File: src/rtl/mux_stream_nto1_if.sv
`default_nettype none
// ============================================================================
//  Module      : mux_stream_nto1_if
//  Description : Stream bundle for the N-to-1 stream multiplexer. It carries the
//                N producer channels in and the single registered channel out.
//                The master modport is the environment side; the slave modport
//                is the multiplexer side.
//  Revision    : 1.0  initial release
// ============================================================================
interface mux_stream_nto1_if #(
    parameter int WIDTH = 8,
    parameter int N     = 4
);
    localparam int SEL_W = $clog2(N);

    logic [N*WIDTH-1:0] in_data;
    logic [N-1:0]       in_valid;
    logic [N-1:0]       in_ready;
    logic [WIDTH-1:0]   out_data;
    logic [SEL_W-1:0]   out_ch;
    logic               out_valid;
    logic               out_ready;

    modport master (
        output in_data, in_valid, out_ready,
        input  in_ready, out_data, out_ch, out_valid
    );

    modport slave (
        input  in_data, in_valid, out_ready,
        output in_ready, out_data, out_ch, out_valid
    );
endinterface
`default_nettype wire

File: src/rtl/mux_stream_nto1.sv
`default_nettype none
// ============================================================================
//  Module      : mux_stream_nto1
//  Description : Registered N-to-1 stream multiplexer. A channel is picked by an
//                explicit select code (mode=0) or by round-robin search
//                (mode=1); the granted beat is stored in a one-entry output
//                register with valid/ready flow control.
//  Revision    : 1.0  initial release
// ============================================================================
module mux_stream_nto1 #(
    parameter int WIDTH = 8,
    parameter int N     = 4,
    parameter int SEL_W = $clog2(N)
) (
    input  wire logic             clk,
    input  wire logic             rst_n,
    input  wire logic             mode,
    input  wire logic [SEL_W-1:0] sel,
    mux_stream_nto1_if.slave      bus
);

    localparam logic [SEL_W:0]   C_N_WIDE = (SEL_W+1)'(N);
    localparam logic [SEL_W-1:0] C_LAST   = SEL_W'(N - 1);

    logic [WIDTH-1:0] r_out_data;
    logic [SEL_W-1:0] r_out_ch;
    logic             r_out_valid;
    logic [SEL_W-1:0] r_rr_ptr;

    logic             w_can_accept;
    logic             w_grant_vld;
    logic [SEL_W-1:0] w_grant;
    logic [SEL_W:0]   w_idx;
    logic [WIDTH-1:0] w_sel_data;
    logic             w_xfer;

    // The output register can take a beat when empty or being drained now.
    assign w_can_accept = !r_out_valid || bus.out_ready;

    // Pick the granted channel: fixed select, or first valid at/after rr_ptr.
    always_comb begin
        w_grant_vld = 1'b0;
        w_grant     = '0;
        w_idx       = '0;
        if (!mode) begin
            // Loop over real channels only, so an out-of-range sel never grants.
            for (int i = 0; i < N; i++) begin
                if (sel == SEL_W'(i) && bus.in_valid[i]) begin
                    w_grant_vld = 1'b1;
                    w_grant     = SEL_W'(i);
                end
            end
        end else begin
            for (int k = 0; k < N; k++) begin
                // rr_ptr < N, so one conditional subtract gives the modulo-N wrap.
                w_idx = {1'b0, r_rr_ptr} + (SEL_W+1)'(k);
                if (w_idx >= C_N_WIDE) begin
                    w_idx = w_idx - C_N_WIDE;
                end
                if (!w_grant_vld && bus.in_valid[w_idx[SEL_W-1:0]]) begin
                    w_grant_vld = 1'b1;
                    w_grant     = w_idx[SEL_W-1:0];
                end
            end
        end
    end

    // Route the granted channel's data toward the output register.
    always_comb begin
        w_sel_data = '0;
        for (int i = 0; i < N; i++) begin
            if (w_grant == SEL_W'(i)) begin
                w_sel_data = bus.in_data[i*WIDTH +: WIDTH];
            end
        end
    end

    // A grant is only issued to a valid channel, so a grant here means a transfer.
    assign w_xfer = w_can_accept && w_grant_vld;

    generate
        for (genvar gi = 0; gi < N; gi++) begin : g_ready
            assign bus.in_ready[gi] = w_xfer && (w_grant == SEL_W'(gi));
        end
    endgenerate

    // Output register and round-robin pointer. A drain and a load in the same
    // cycle replace the beat with no bubble; a pure drain keeps the data/channel.
    always_ff @(posedge clk or negedge rst_n) begin
        if (!rst_n) begin
            r_out_data  <= '0;
            r_out_ch    <= '0;
            r_out_valid <= 1'b0;
            r_rr_ptr    <= '0;
        end else begin
            if (w_xfer) begin
                r_out_data  <= w_sel_data;
                r_out_ch    <= w_grant;
                r_out_valid <= 1'b1;
                if (mode) begin
                    r_rr_ptr <= (w_grant == C_LAST) ? '0 : w_grant + 1'b1;
                end
            end else if (r_out_valid && bus.out_ready) begin
                r_out_valid <= 1'b0;
            end
        end
    end

    assign bus.out_data  = r_out_data;
    assign bus.out_ch    = r_out_ch;
    assign bus.out_valid = r_out_valid;

endmodule
`default_nettype wire

File: src/flat_wrapper.sv
// flat-port wrapper written by rule: the top's interface ports become plain ports
module mux_stream_nto1_flat 
#(
    parameter int WIDTH = 8,
    parameter int N     = 4,
    parameter int SEL_W = $clog2(N)
)
  (clk, rst_n, mode, sel, bus_in_data, bus_in_valid, bus_out_ready, bus_in_ready, bus_out_data, bus_out_ch, bus_out_valid);
  mux_stream_nto1_if #(.WIDTH(WIDTH), .N(N)) bus_i ();
  input  wire logic clk;
  input  wire logic rst_n;
  input  wire logic mode;
  input  wire logic [SEL_W-1:0] sel;
  input wire logic [$bits(bus_i.in_data)-1:0] bus_in_data;
  input wire logic [$bits(bus_i.in_valid)-1:0] bus_in_valid;
  input wire logic [$bits(bus_i.out_ready)-1:0] bus_out_ready;
  output wire logic [$bits(bus_i.in_ready)-1:0] bus_in_ready;
  output wire logic [$bits(bus_i.out_data)-1:0] bus_out_data;
  output wire logic [$bits(bus_i.out_ch)-1:0] bus_out_ch;
  output wire logic [$bits(bus_i.out_valid)-1:0] bus_out_valid;
  assign bus_i.in_data = bus_in_data;
  assign bus_i.in_valid = bus_in_valid;
  assign bus_i.out_ready = bus_out_ready;
  assign bus_in_ready = bus_i.in_ready;
  assign bus_out_data = bus_i.out_data;
  assign bus_out_ch = bus_i.out_ch;
  assign bus_out_valid = bus_i.out_valid;
  mux_stream_nto1 #(.WIDTH(WIDTH), .N(N), .SEL_W(SEL_W)) u_core (.clk(clk), .rst_n(rst_n), .mode(mode), .sel(sel), .bus(bus_i));
endmodule
File: config.mk
export PLATFORM = sky130hd
export DESIGN_NAME = mux_stream_nto1_flat
export DESIGN_NICKNAME = d
export VERILOG_FILES = /design/src/rtl/mux_stream_nto1_if.sv /design/src/rtl/mux_stream_nto1.sv /design/src/flat_wrapper.sv
export SDC_FILE = /design/constraint.sdc
export NUM_CORES = 1
export LEC_CHECK = 0
export CAP_MARGIN = 10
export CORE_MARGIN = 1.5
export CORE_UTILIZATION = 35
export CTS_CLUSTER_DIAMETER = 60
export CTS_CLUSTER_SIZE = 14
export DETAILED_ROUTE_END_ITERATION = 7
export GPL_ROUTABILITY_DRIVEN = 0
export GPL_TIMING_DRIVEN = 0
export PLACE_DENSITY = 0.78
export SYNTH_ARGS = -nofsm -noshare
export SYNTH_HDL_FRONTEND = slang
export SYNTH_SLANG_ARGS = --single-unit
File: constraint.sdc
create_clock -name clk -period 3.6 [get_ports clk]
set_input_delay 0.72 -clock clk [delete_from_list [all_inputs] [get_ports clk]]
set_output_delay 0.72 -clock clk [all_outputs]
set_load 0.1 [all_outputs]
== Word level (Yosys, flattened, before mapping) ==
Cells that the tools add are included.
Widths: inputs -> output; s select.

* Register bits: 13
* Logic and storage cells: 91
* Output and inout bits: 15
* Input bits: 42

* Add/sub/neg operators: 8
* Reductions and logical operators: 22
* $lt $le $gt $ge: 8
* Mux-type cells: 43
* Equal/unequal tests: 6

{| class="wikitable"
|+ Operator list
! kind !! number
|-
| $mux 2 || 16
|-
| $mux 8 || 4
|-
| $mux 1 || 19
|-
| $logic_and 1x1->1 || 13
|-
| $lt 2x3->1 const B || 4
|-
| $ge 3x3->1 const B || 3
|-
| $bmux 1 s2 || 4
|-
| $eq 2x2->1 const B || 4
|-
| $sub 2x1->2 const B || 4
|-
| $add 2x2->3 const B || 2
|-
| $eq 2x1->1 const B || 2
|-
| $logic_not 1->1 || 4
|-
| $logic_not 2->1 || 2
|-
| $add 2x1->3 const B || 1
|-
| $ge 2x3->1 const B || 1
|-
| $add 2x1->2 const B || 1
|-
| $reduce_and 2->1 || 1
|-
| $reduce_bool 2->1 || 1
|-
| $logic_or 1x1->1 || 1
|}

== Depth between registers and ports, before layout ==
Gate-level depths: netlist of run 1.

* Word-level depth: 24
* Mapped depth: 13

== Worst setup path after synthesis of run 1 ==
OpenSTA, ideal clock, no wires.

* Path kind: input to output
* Start: input port bus_in_valid[3]
* End: output port bus_in_ready[3]
* Required time: 2.880 ns
* Stages on the path: 8
* Buffers on the path: 2
* Data arrival time: 2.836 ns
* Path slack: 0.044 ns
* Path through: nand2_1 -> a21boi_0 -> o311ai_0 -> o221a_2 -> ha_1 -> clkbuf_1 -> buf_1 -> and2_1

* Word-level cells in the longest chain between the ends: 18
* Elaborated cells on any way between the ends: 33
* Those cells by class: 1 x eq/ne; 23 x mux; 9 x reduce/logical

{| class="wikitable"
|+ RTL lines
! element !! line !! source
|-
| start: declaration || flat_wrapper.sv:15 || <nowiki>input wire logic [$bits(bus_i.in_valid)-1:0] bus_in_valid;</nowiki>
|-
| $bmux 1 s2 || mux_stream_nto1.sv:60 || <nowiki>if (!w_grant_vld && bus.in_valid[w_idx[SEL_W-1:0]]) begin</nowiki>
|-
| $mux 1 (not written as such) || mux_stream_nto1.sv:60 ||
|-
| $mux 1 || mux_stream_nto1.sv:60 ||
|-
| $mux 1 || mux_stream_nto1.sv:45 || <nowiki>if (!mode) begin</nowiki>
|-
| $logic_not 1->1 || mux_stream_nto1.sv:60 ||
|-
| $logic_and 1x1->1 || mux_stream_nto1.sv:60 ||
|-
| $mux 1 || mux_stream_nto1.sv:60 ||
|-
| $mux 1 || mux_stream_nto1.sv:45 ||
|-
| [3 not listed] || -- ||
|-
| $mux 1 || mux_stream_nto1.sv:45 ||
|-
| $logic_not 1->1 || mux_stream_nto1.sv:60 ||
|-
| $logic_and 1x1->1 || mux_stream_nto1.sv:60 ||
|-
| $mux 2 || mux_stream_nto1.sv:60 ||
|-
| $mux 2 * || mux_stream_nto1.sv:45 ||
|-
| named net u_core.w_grant[1] || mux_stream_nto1.sv:32 || <nowiki>logic [SEL_W-1:0] w_grant;</nowiki>
|-
| $eq 2x2->1 * || mux_stream_nto1.sv:83 || <nowiki>assign bus.in_ready[gi] = w_xfer && (w_grant == SEL_W'(gi));</nowiki>
|-
| $logic_and 1x1->1 * || mux_stream_nto1.sv:83 ||
|-
| end: declaration || flat_wrapper.sv:17 || <nowiki>output wire logic [$bits(bus_i.in_ready)-1:0] bus_in_ready;</nowiki>
|}

The timed path passes the listed nets; every way through them passes the cells marked *. The select of a mux whose other input is x is not followed.

== Final worst setup path of run 1 ==
* Start: input port bus_in_valid[2]
* End: output port bus_in_ready[3]

The elaborated chain is that of the path after synthesis.

==> metrics.md, run 1 <==
| Metric | Value |
|---|---|
| Worst slack at placement | -1.52 ns |
| Highest clock rate | 288 MHz |
| Data required time of the critical path | 2.88 ns |
| Number of optimization iterations in the first detailed-route pass | 4 |
| HPWL after detailed placement | 2440 um |
| Signal arrival time at the worst endpoint | around 2.8 ns |
| Global-route wire length before repair | between 4000 and 5000 um |
| Final Slew Violations | 0 |
| Overall die area | 3610 um2 |
| Number of buffers on the longest clock path | 2 |
| Outcome | finished clean |
| Buffers added on ports | 55 |
| Area fraction of the dominant cell type after synthesis | 28.5% |
| Syn_area_per_cell | around 9.4 um2 |
| Tightest Hold Check Type | register to register |
| Register area | 325 um2 |
| Maximum number of pins on one net before global-route repair | 14 |
| Clock network fraction of design power | 6.4% |
| Top post-synthesis cells by count | sky130_fd_sc_hd__nand2_1 (16), sky130_fd_sc_hd__dfrtp_1 (13), sky130_fd_sc_hd__nor2b_1 (10) |
| Count of max-cap constraint violations | 0 |
| Yosys top cell by area | sky130_fd_sc_hd__dfrtp_1 |
| Crit share post-route | a little over nine tenths |
| Logic gate share of total power | 75.3% |
| Sum of routed wire length over all layers | 2950 um |
| Type of destination of the critical path | primary output |
| Clock latency of the later-clocked register in the worst-skew pair | about 0.27 ns |
| Initial core utilization | between 30% and 40% |
| YS warnings | 0 |
| Cts bufs inserted | 3 |
| Synth cell types | 36 |
| Flops & latches, synth | 13 |
| Cell types occupying the most area after synthesis | sky130_fd_sc_hd__dfrtp_1 (29%), sky130_fd_sc_hd__mux2_2 (7.9%), sky130_fd_sc_hd__mux2_4 (7.9%) |
| Maximum fanout count along the critical path | 10 |
| Antenna Diode Count | 0 |
| Final worst hold slack | around 0.51 ns |
| Peak per-stage delay on the critical path | 0.33 ns |
| Part of the total power dissipated in sequential elements | 18.2% |
| Max-Slew Margin vs Limit | between 30% and 40% |
| Critical setup path kind | primary input to primary output |
| Number of vias per cell after detailed routing | approximately 5.1 |
| Footprint of the multi-input gates | slightly below 800 um2 |
| Post-CTS Hold Buffers | 0 |
| Die Span X | roughly 60 um |
| Core Rows | 20 |
| Tmin final | 3.47 ns |
| Congestion Overflow GR | 0 |
| P&R area growth vs syn | 57.1% |
| Fin cells | 222 |
| Power per cell area | 736 nW/um2 |
| Die Ht | 60.1 um |
| Post-DRT Antenna Nets | 0 |
| Initial antenna violation count | 0 |
| Largest delay share family, worst path | buffers and inverters |
| Worst setup slack after layout | 0.129 ns |
| Vias in the first global route | 1082 |
| Most Crowded Layer GR | met2 |
| Total number of nets in the final design | 225 |
| Core region area | 3080 um2 |
| Number of hold violations in the final report | 0 |
| Count of fill cells added during filler insertion | 273 |
| Fraction of layout instances using a drive strength above 1 | 20.8% |
| RSZ-0062 raised after global routing | false |
| Proportion of synthesized chip area in sequential cells | 28.5% |
| Slowest cell on the critical path | sky130_fd_sc_hd__dlygate4sd2_1 |
| CTS root buffer | sky130_fd_sc_hd__clkbuf_4 |
| DP Cell Count | 220 |
| Average detailed-routed wire length per instance | 13.3 um |
| Peak supply drop | about 260 uV |
| Final total negative setup slack | 0 ns |
| Cells along the critical path | dlygate4sd2_1 > mux2i_1 > mux2_4 > a21oi_1 > o221a_2 > ha_2 > buf_4 > and2_1 > buf_6 |
| Maximum level of the CTS H-tree | 1 |
| Number of vias in the routed layout | 1134 |
| CTS sink count | 13 |
| Overall global routing resource usage | 16.8% |
| GR Layer Usage met3 | 4.76% |
| Async set or reset register ratio after synthesis | 100% |
| Summed instance area of the synthesized netlist | 1140 um2 |
| Initial DRC count | 35 |
| Gate count of the mapped netlist | approximately 120 |
| Net switching power figure | between 0.7 and 0.8 mW |
| M1 GR Usage | between 10% and 20% |
| DRC | 0 |
| Top-level port count | 57 |
| Clock transition time at the flip-flop clock pins of the worst setup and hold paths | 0.07 ns |
| Total power | 1.32 mW |
| Post-route clock skew | 0.00329 ns |
| Cell-internal power | 0.585 mW |
| Number of flops mapped to enable cells by yosys | 0 |
| Syn_nets | approximately 170 |
| Flip-flop cell with the highest count after synthesis | sky130_fd_sc_hd__dfrtp_1 |
| TritonCTS clock tree | yes |
| Global routing met2 resource utilization | 29.5% |
| Setup-violating endpoint count in the final report | 0 |
| Bufs and invs on worst path | 3 |
| Switching Fraction | approximately 56% |
| Pin slew with the least headroom to its limit | 0.984 ns |
| Startpoint kind of the worst setup timing path | primary input |
| Most used standard cell by instance count after synthesis | sky130_fd_sc_hd__nand2_1 |
| Static leakage power | about 0.7 nW |
-- cells in the final DEF (no fill, tap or decap), types with 2 or more instances in the layout --
master	Yosys	layout
sky130_fd_sc_hd__and2_1	5	5
sky130_fd_sc_hd__buf_6	1	3
sky130_fd_sc_hd__o21ai_0	3	3
sky130_fd_sc_hd__nand3b_1	3	3
sky130_fd_sc_hd__dlygate4sd2_1	0	2
sky130_fd_sc_hd__buf_4	1	2
sky130_fd_sc_hd__a221oi_1	7	7
sky130_fd_sc_hd__nand2b_1	3	3
sky130_fd_sc_hd__mux2_4	6	6
sky130_fd_sc_hd__dfrtp_1	13	13
sky130_fd_sc_hd__buf_8	1	2
sky130_fd_sc_hd__nor2b_1	10	10
sky130_fd_sc_hd__o31ai_1	7	7
sky130_fd_sc_hd__clkbuf_4	0	4
sky130_fd_sc_hd__ha_2	0	2
sky130_fd_sc_hd__a21oi_1	6	6
sky130_fd_sc_hd__mux2_2	8	8
sky130_fd_sc_hd__buf_2	1	2
sky130_fd_sc_hd__mux2i_1	2	2
sky130_fd_sc_hd__nand2_1	16	16
sky130_fd_sc_hd__clkdlybuf4s50_1	0	47
sky130_fd_sc_hd__inv_1	3	3
sky130_fd_sc_hd__nor2_1	3	3
-- flip-flops by register name, summed over array words and instances, names as in the netlist --
name                  cells
u_core.bus.out_data       8
u_core.bus.out_ch         2
u_core.r_rr_ptr           2
u_core.bus.out_valid      1
-- worst paths after layout --
check	start	to	slack [ns]	depth (start not counted)
setup / recovery	bus_in_valid[2]	bus_in_ready[3]	0.13	9
hold / removal	u_core.bus.out_data[3]	u_core.bus.out_data[3]	0.51	1
setup reg to reg	u_core.r_rr_ptr[0]	u_core.bus.out_data[0]	0.76	11
hold reg to reg	u_core.bus.out_data[3]	u_core.bus.out_data[3]	0.51	1
max in group asynchronous	rst_n	u_core.bus.out_data[7]	2.43	1
min in group asynchronous	rst_n	u_core.bus.out_data[0]	0.80	1
-- per-stage QoR --
step / instance area (um2) / utilization, %
detailed placement: 1750 / 56.7
finish: 1790 / 58.2
CTS: 1770 / 57.5
floorplan: 1140 / -
global placement: 1750 / 56.7
global route: 1790 / 58.2
-- area by class of cell --
class | instances | area share, %
Inverter | 3 | 0.629
Buffer | 6 | 3.00
Sequential cell | 13 | 18.2
Tap cell | 44 | 3.07
Multi-Input combinational cell | 97 | 43.2
Clock buffer | 4 | 1.47
Timing Repair Buffer | 55 | 30.5
-- cells by family (layout without fill, tap and decap cells) --
logic type | count (synthesis) | in the layout | share of synthesized area, %
buffers and inverters | 11 | 68 | 5.71
flip-flops | 13 | 13 | 28.5
adder cells (fa/ha/maj) | 4 | 4 | 4.39
AND/OR/NAND/NOR | 43 | 43 | 19.6
AO/OA/AOI/OAI | 33 | 33 | 22.2
multiplexers | 17 | 17 | 19.5
-- timing repair --
item,4_1_cts,5_1_grt
hold endpoints to repair,0,0
resized for setup,37,7
setup endpoints to repair,4,3
buffers inserted,0,0
-- power groups by stage --
| stage | clock (mW) | combinational, mW | sequential (mW) |
|---|---|---|---|
| final | 0.0850 | 0.992 | 0.240 |
| after global routing | 0.0947 | 1.05 | 0.249 |
| after CTS | 0.0887 | 0.988 | 0.242 |
| after detailed placement | 0 | 0.980 | 0.245 |
| after global placement | 0 | 0.967 | 0.241 |
| after floorplan | 0 | 0.351 | 0.635 |
-- metal layers --
layer  routed length, um  part of all wire, %  vias to the layer above
met3                 315                   11                        8
li1                    -                    -                      562
met1                1240                   42                      507
met5                   0                    0                        -
met4                  74                  2.5                        0
met2                1320                   45                       57
Note: power is estimated with default switching activity, not from simulation.
==> inputs of run 2 (changes only) <==
Settings changed: CELL_PAD_IN_SITES_DETAIL_PLACEMENT from default to 1, CELL_PAD_IN_SITES_GLOBAL_PLACEMENT from default to 1, CORE_UTILIZATION 35 to 29, GPL_ROUTABILITY_DRIVEN 0 to default, PLACE_DENSITY 0.78 to 0.88.
==> metrics.md, run 2 (same netlist as run 1, synthesis figures left out) <==
| Metric | Value |
|---|---|
| Outcome | finished clean |
| Commonest non-fill, non-tap cell in the layout | sky130_fd_sc_hd__clkdlybuf4s50_1 |
| Max-Slew Margin vs Limit | 34.7% (+0.50 points) |
| Static leakage power | 0.733 nW (+2.7%) |
| Die Span X | 65.7 um (+9.4%) |
| Clock transition time at the flip-flop clock pins of the worst setup and hold paths | 0.05 ns (-0.02 ns) |
| Number of buffers on the longest clock path | 2 (unchanged) |
| Cell seen most often among critical-path stages | sky130_fd_sc_hd__inv_1 |
| Power per cell area | 757 nW/um2 (+2.9%) |
| Post-CTS Hold Buffers | 0 (unchanged) |
| Switching Fraction | 54.8% (-0.79 points) |
| TritonCTS clock tree | yes |
| Crit share post-route | 98.6% (+2.2 points) |
| Die Ht | 65.7 um (+9.4%) |
| Data required time of the critical path | 2.88 ns (about the same) |
| Peak supply drop | 291 uV (+10%) |
| Slowest cell on the critical path | sky130_fd_sc_hd__clkdlybuf4s50_1 |
| DRC | 0 (unchanged) |
| Type of destination of the critical path | primary output |
| Logic gate share of total power | 73.2% (-2.1 points) |
| Initial antenna violation count | 0 (unchanged) |
| Antenna Diode Count | 0 (unchanged) |
| Signal arrival time at the worst endpoint | 2.83 ns (+0.08 ns) |
| Tightest Hold Check Type | register to register |
| Maximum number of pins on one net before global-route repair | 14 (unchanged) |
| Worst setup slack after layout | 0.0492 ns (-0.0794 ns) |
| Maximum fanout count along the critical path | 10 (unchanged) |
| Clock network fraction of design power | 9.0% (+2.6 points) |
| Clock latency of the later-clocked register in the worst-skew pair | 0.24 ns (-0.03 ns) |
| GR Layer Usage met3 | 0.856% (-3.9 points) |
| Average detailed-routed wire length per instance | 16.8 um (+26%) |
| Vias in the first global route | 1266 (+17%) |
| M1 GR Usage | 19.8% (+2.0 points) |
| Maximum level of the CTS H-tree | 1 (unchanged) |
| Bufs and invs on worst path | 5 (+2) |
| Initial core utilization | 30.7% (-6.4 points) |
| Worst slack at placement | -1.56 ns (-0.0407 ns) |
| Most Crowded Layer GR | met2 |
| RSZ-0062 raised after global routing | true |
| Buffers added on ports | 55 (unchanged) |
| Pin slew with the least headroom to its limit | 0.977 ns (-0.00745 ns) |
| Post-DRT Antenna Nets | 0 (unchanged) |
| Peak per-stage delay on the critical path | 0.52 ns (+0.19 ns) |
| Count of fill cells added during filler insertion | 421 (+54%) |
| HPWL after detailed placement | 2980 um (+22%) |
| Number of hold violations in the final report | 0 (unchanged) |
| Setup-violating endpoint count in the final report | 0 (unchanged) |
| Commonest non-fill, non-tap cells in the layout | sky130_fd_sc_hd__clkdlybuf4s50_1 (47), sky130_fd_sc_hd__nand2_1 (16), sky130_fd_sc_hd__dfrtp_1 (13) |
| Overall die area | 4320 um2 (+20%) |
| Number of optimization iterations in the first detailed-route pass | 4 (unchanged) |
| Core Rows | 22 (+10%) |
| Post-CTS Setup Inserts | 0 (unchanged) |
| Placer congestion estimate | 0.831 |
| Setup slack of the worst register-to-register path | 0.62 ns (-0.14 ns) |
| Congestion Overflow GR | 0 (unchanged) |
| Cell-internal power | 0.632 mW (+8.0%) |
| Number of vias per cell after detailed routing | 5.24 (+2.6%) |
| Sum of routed wire length over all layers | 3810 um (+29%) |
| Top-level port count | 57 (unchanged) |
| Footprint of the multi-input gates | 786 um2 (+1.6%) |
| Register area | 325 um2 (unchanged) |
| Critical setup path kind | primary input to primary output |
| Overall global routing resource usage | 17.3% (+0.47 points) |
| Fraction of layout instances using a drive strength above 1 | 21.2% (+0.44 points) |
| Global routing met2 resource utilization | 33.3% (+3.8 points) |
| Startpoint kind of the worst setup timing path | primary input |
| Initial DRC count | 67 (+91%) |
| Tmin final | 3.55 ns (+0.0794 ns) |
| Cells along the critical path | clkdlybuf4s50_1 > mux2_2 > a21oi_1 > inv_1 > o221a_2 > inv_1 > ha_1 > buf_4 > and2_1 > buf_12 |
| Cts bufs inserted | 3 (unchanged) |
| Count of max-cap constraint violations | 0 (unchanged) |
| Largest register FFs | 8 (unchanged) |
| Part of the total power dissipated in sequential elements | 17.7% (-0.5 points) |
| CTS sink count | 13 (unchanged) |
| CTS root buffer | sky130_fd_sc_hd__clkbuf_8 |
| Post-route clock skew | 0.00196 ns (-0.00133 ns) |
| P&R area growth vs syn | 62.0% |
| Net switching power figure | 0.766 mW (+4.6%) |
| Highest clock rate | 282 MHz (-2.2%) |
| Final worst hold slack | 0.511 ns (+0.00517 ns) |
| Total number of nets in the final design | 226 (+0.44%) |
| Global-route wire length before repair | 5810 um (+28%) |
| Largest delay share family, worst path | buffers and inverters |
| Final Slew Violations | 0 (unchanged) |
| Number of vias in the routed layout | 1190 (+4.9%) |
| Core region area | 3720 um2 (+21%) |
==> run 2: worst paths after layout <==
check                                            start                      to  depth (start not counted)
worst min-delay path            u_core.bus.out_data[4]  u_core.bus.out_data[4]                          1
max in group asynchronous                        rst_n  u_core.bus.out_data[5]                          1
min in group asynchronous                        rst_n  u_core.bus.out_data[1]                          1
worst max register to register      u_core.r_rr_ptr[1]  u_core.bus.out_data[3]                         11
worst max-delay path                            sel[0]         bus_in_ready[1]                         10
worst min register to register  u_core.bus.out_data[4]  u_core.bus.out_data[4]                          1
==> run 2: worst reg2reg max path, stage by stage, from the launching register on <==
cell	delay (ns)
sky130_fd_sc_hd__dfrtp_1	0.40
sky130_fd_sc_hd__buf_6	0.15
sky130_fd_sc_hd__mux2i_1	0.12
sky130_fd_sc_hd__mux2_4	0.32
sky130_fd_sc_hd__a21oi_1	0.17
sky130_fd_sc_hd__o221a_2	0.32
sky130_fd_sc_hd__inv_1	0.10
sky130_fd_sc_hd__ha_1	0.21
sky130_fd_sc_hd__nor2b_1	0.42
sky130_fd_sc_hd__a221oi_1	0.15
sky130_fd_sc_hd__o31ai_1	0.32
sky130_fd_sc_hd__mux2_2	0.23
==> run 2: layout make-up <==
class,instances,area share (%)
Clock buffer,4,2.44
Multi-Input combinational cell,97,42.5
Tap cell,48,3.25
Sequential cell,13,17.6
Inverter,3,0.610
Timing Repair Buffer,55,30.2
Buffer,7,3.32
==> run 2: repair_timing <==
| item | CTS | global route |
|---|---|---|
| cloned | 0 | 0 |
| pin swaps | 0 | 0 |
| resized for setup | 43 | 9 |
| setup endpoints to repair | 4 | 4 |
==> run 2: power groups by stage <==
stage / clock (mW) / combinational, mW / sequential, mW
after floorplan: 0 / 0.351 / 0.635
after global routing: 0.135 / 1.08 / 0.255
final: 0.126 / 1.02 / 0.248
after CTS: 0.128 / 1.02 / 0.247
after global placement: 0 / 0.970 / 0.242
after detailed placement: 0 / 0.995 / 0.250
==> run 2: per-layer routing <==
metal / share of wire [%] / wire [um]
met1: 42 / 1600
met2: 50 / 1920
met3: 6.1 / 234
met4: 1.6 / 60
met5: 0 / 0
==> run 2: metrics by stage <==
| step | std cells | area [um2] | utilization [%] | setup TNS, ns | power [mW] |
|---|---|---|---|---|---|
| 2_1_floorplan | 121 | 1140 | - | 0 | 0.986 |
| 3_3_place_gp | 224 | 1750 | 47.1 | -4.34 | 1.21 |
| 3_5_place_dp | 224 | 1750 | 47.1 | -5.01 | 1.25 |
| 4_1_cts | 227 | 1840 | 49.4 | 0 | 1.40 |
| 5_1_grt | 227 | 1850 | 49.7 | -0.145 | 1.47 |
| 6_report | 227 | 1850 | 49.7 | 0 | 1.40 |
==> RTL edit, RTL diff (config.mk and constraints of run 1) <==
`WIDTH` is set to 8 in 3 places; all go to 12.
--- a/src/rtl/mux_stream_nto1_if.sv
+++ b/src/rtl/mux_stream_nto1_if.sv
@@ -8,7 +8,7 @@
 //  Revision    : 1.0  initial release
 // ============================================================================
 interface mux_stream_nto1_if #(
-    parameter int WIDTH = 8,
+    parameter int WIDTH = 12,
     parameter int N     = 4
 );
     localparam int SEL_W = $clog2(N);
--- a/src/rtl/mux_stream_nto1.sv
+++ b/src/rtl/mux_stream_nto1.sv
@@ -8,7 +8,7 @@
 //  Revision    : 1.0  initial release
 // ============================================================================
 module mux_stream_nto1 #(
-    parameter int WIDTH = 8,
+    parameter int WIDTH = 12,
     parameter int N     = 4,
     parameter int SEL_W = $clog2(N)
 ) (
--- a/src/flat_wrapper.sv
+++ b/src/flat_wrapper.sv
@@ -1,7 +1,7 @@
 // flat-port wrapper written by rule: the top's interface ports become plain ports
 module mux_stream_nto1_flat 
 #(
-    parameter int WIDTH = 8,
+    parameter int WIDTH = 12,
     parameter int N     = 4,
     parameter int SEL_W = $clog2(N)
 )
Interface: changed (resized bus_in_data and bus_out_data); port bits go from 57 to 77. No check against the original RTL was run, so the function may have changed too.
==> RTL edit against run 1 <==
Design area increased by 28%; area after synthesis increased by 23%; via count increased by 26%; routed wire length increased by 43%; worst setup slack got worse by 0.053 ns; sequential cell count increased by 4; power increased by 35%; worst hold slack improved by 0.0055 ns; global-route usage increased by 1.9 points; largest cell class unchanged; largest power group unchanged.
==> RTL edit: results (changes against run 1) <==
- Total routed wirelength: 4.20 mm (+43%)
- Worst path slowest cell: clkdlybuf4s50_1
- Finished Cell Area: 0.00229 mm^2 (+28%)
- Sequential fraction of the synthesis area: 0.304 (+0.0190)
- Synth Area in Compound Gates: 0.227 (+0.00566)
- Status: completed
- First-pass GRT wire length: 6.31 mm (+39%)
- Slew headroom: 0.340 (-0.00138)
- Max reg flops: 12 (+4)
- Unique cell type count in the Yosys netlist: 34 (-5.6%)
- Area of the multi-input gates: 915 um^2 (+18%)
- Clock tree root driver cell: clkbuf_8
- Seq cells: 17 (+4)
- Multiplexer area fraction after synthesis: 0.192 (-0.00381)
- Setup crit end: bus_in_ready[2]
- GR Util met1: 0.265 (+0.0860)
- Drt first pass iters: 4 (unchanged)
- Filler Cells Inserted: 350 (+28%)
- CP Data Arrival Time: 2.80 ns (+0.05 ns)
- Skew final: 0.00509 ns (+0.00180 ns)
- Tapcells: 48 (+9.1%)
- PortBufs: 75 (+36%)
- VDD IR max: 0.797 mV (+200%)
- Layout cells sized above 1: 0.199 (-0.00875)
- Worst Hold End: u_core.bus.out_data[7]
- R2R depth: 12 (+1)
- Worst hold path startpoint: u_core.bus.out_data[7]
- Met3 Routed Length: 324 um (+2.9%)
- Switching pwr: 0.995 mW (+36%)
- Largest net degree at the start of global routing: 18 (+4)
- Hpwl dp: 3.18 mm (+30%)
- Multi-Input Combinational: 117 (+21%)
- Met3 usage: 0.0426 (-0.00503)
- Sequential cell area: 425 um^2 (+31%)
- Cell Area, Placed: 0.00221 mm^2 (+27%)
- ClkCell Share: 0.0202 (+0.00557)
- Max Used Layer: met4
- # clk buffers: 3 (-1)
- Post-synth net total: 210 (+26%)
- Critical R2R Capture: u_core.bus.out_data[11]
- # nets final: 289 (+28%)
- Synth area leaders: dfrtp_1 30%, mux2_2 9.7%, a221oi_1 6.9%
- Vias post-DR: 1430 (+26%)
- Hold_ws: 0.511 ns (+0.00547 ns)
- CTS resizes: 39 (+5.4%)
- Static leakage: 0.901 nW (+26%)
- Global Route met2 Usage: 0.294 (-0.00128)
- Clk_lat worst skew: 0.25 ns (-0.02 ns)
- DRT iter0 DRCs: 32 (-8.6%)
- Vias in the first global route: 1290 (+19%)
-- RTL edit: changes by cell type after synthesis, sizes merged --
| cell | before | now |
|---|---|---|
| clkbuf | 3 | 8 |
| nor2b | 10 | 14 |
| o31ai | 7 | 11 |
| buf | 5 | 3 |
| dfrtp | 13 | 17 |
| mux2 | 14 | 18 |
| a221oi | 7 | 11 |
| nand2 | 16 | 20 |
-- RTL edit: through the flow --
| step | std cells | setup WS [ns] |
|---|---|---|
| 2_1_floorplan | 148 | 0.188 |
| 3_3_place_gp | 271 | -1.53 |
| 3_5_place_dp | 271 | -1.52 |
| 4_1_cts | 274 | 0.0135 |
| 5_1_grt | 274 | -0.0481 |
| 6_report | 274 | 0.0759 |
-- RTL edit: power groups by stage --
stage	registers (mW)	logic, mW	clock network, mW
finish	0.322	1.31	0.145
global route	0.332	1.37	0.158
CTS	0.322	1.30	0.148
detailed placement	0.325	1.30	0
global placement	0.320	1.28	0
floorplan	0.872	0.420	0
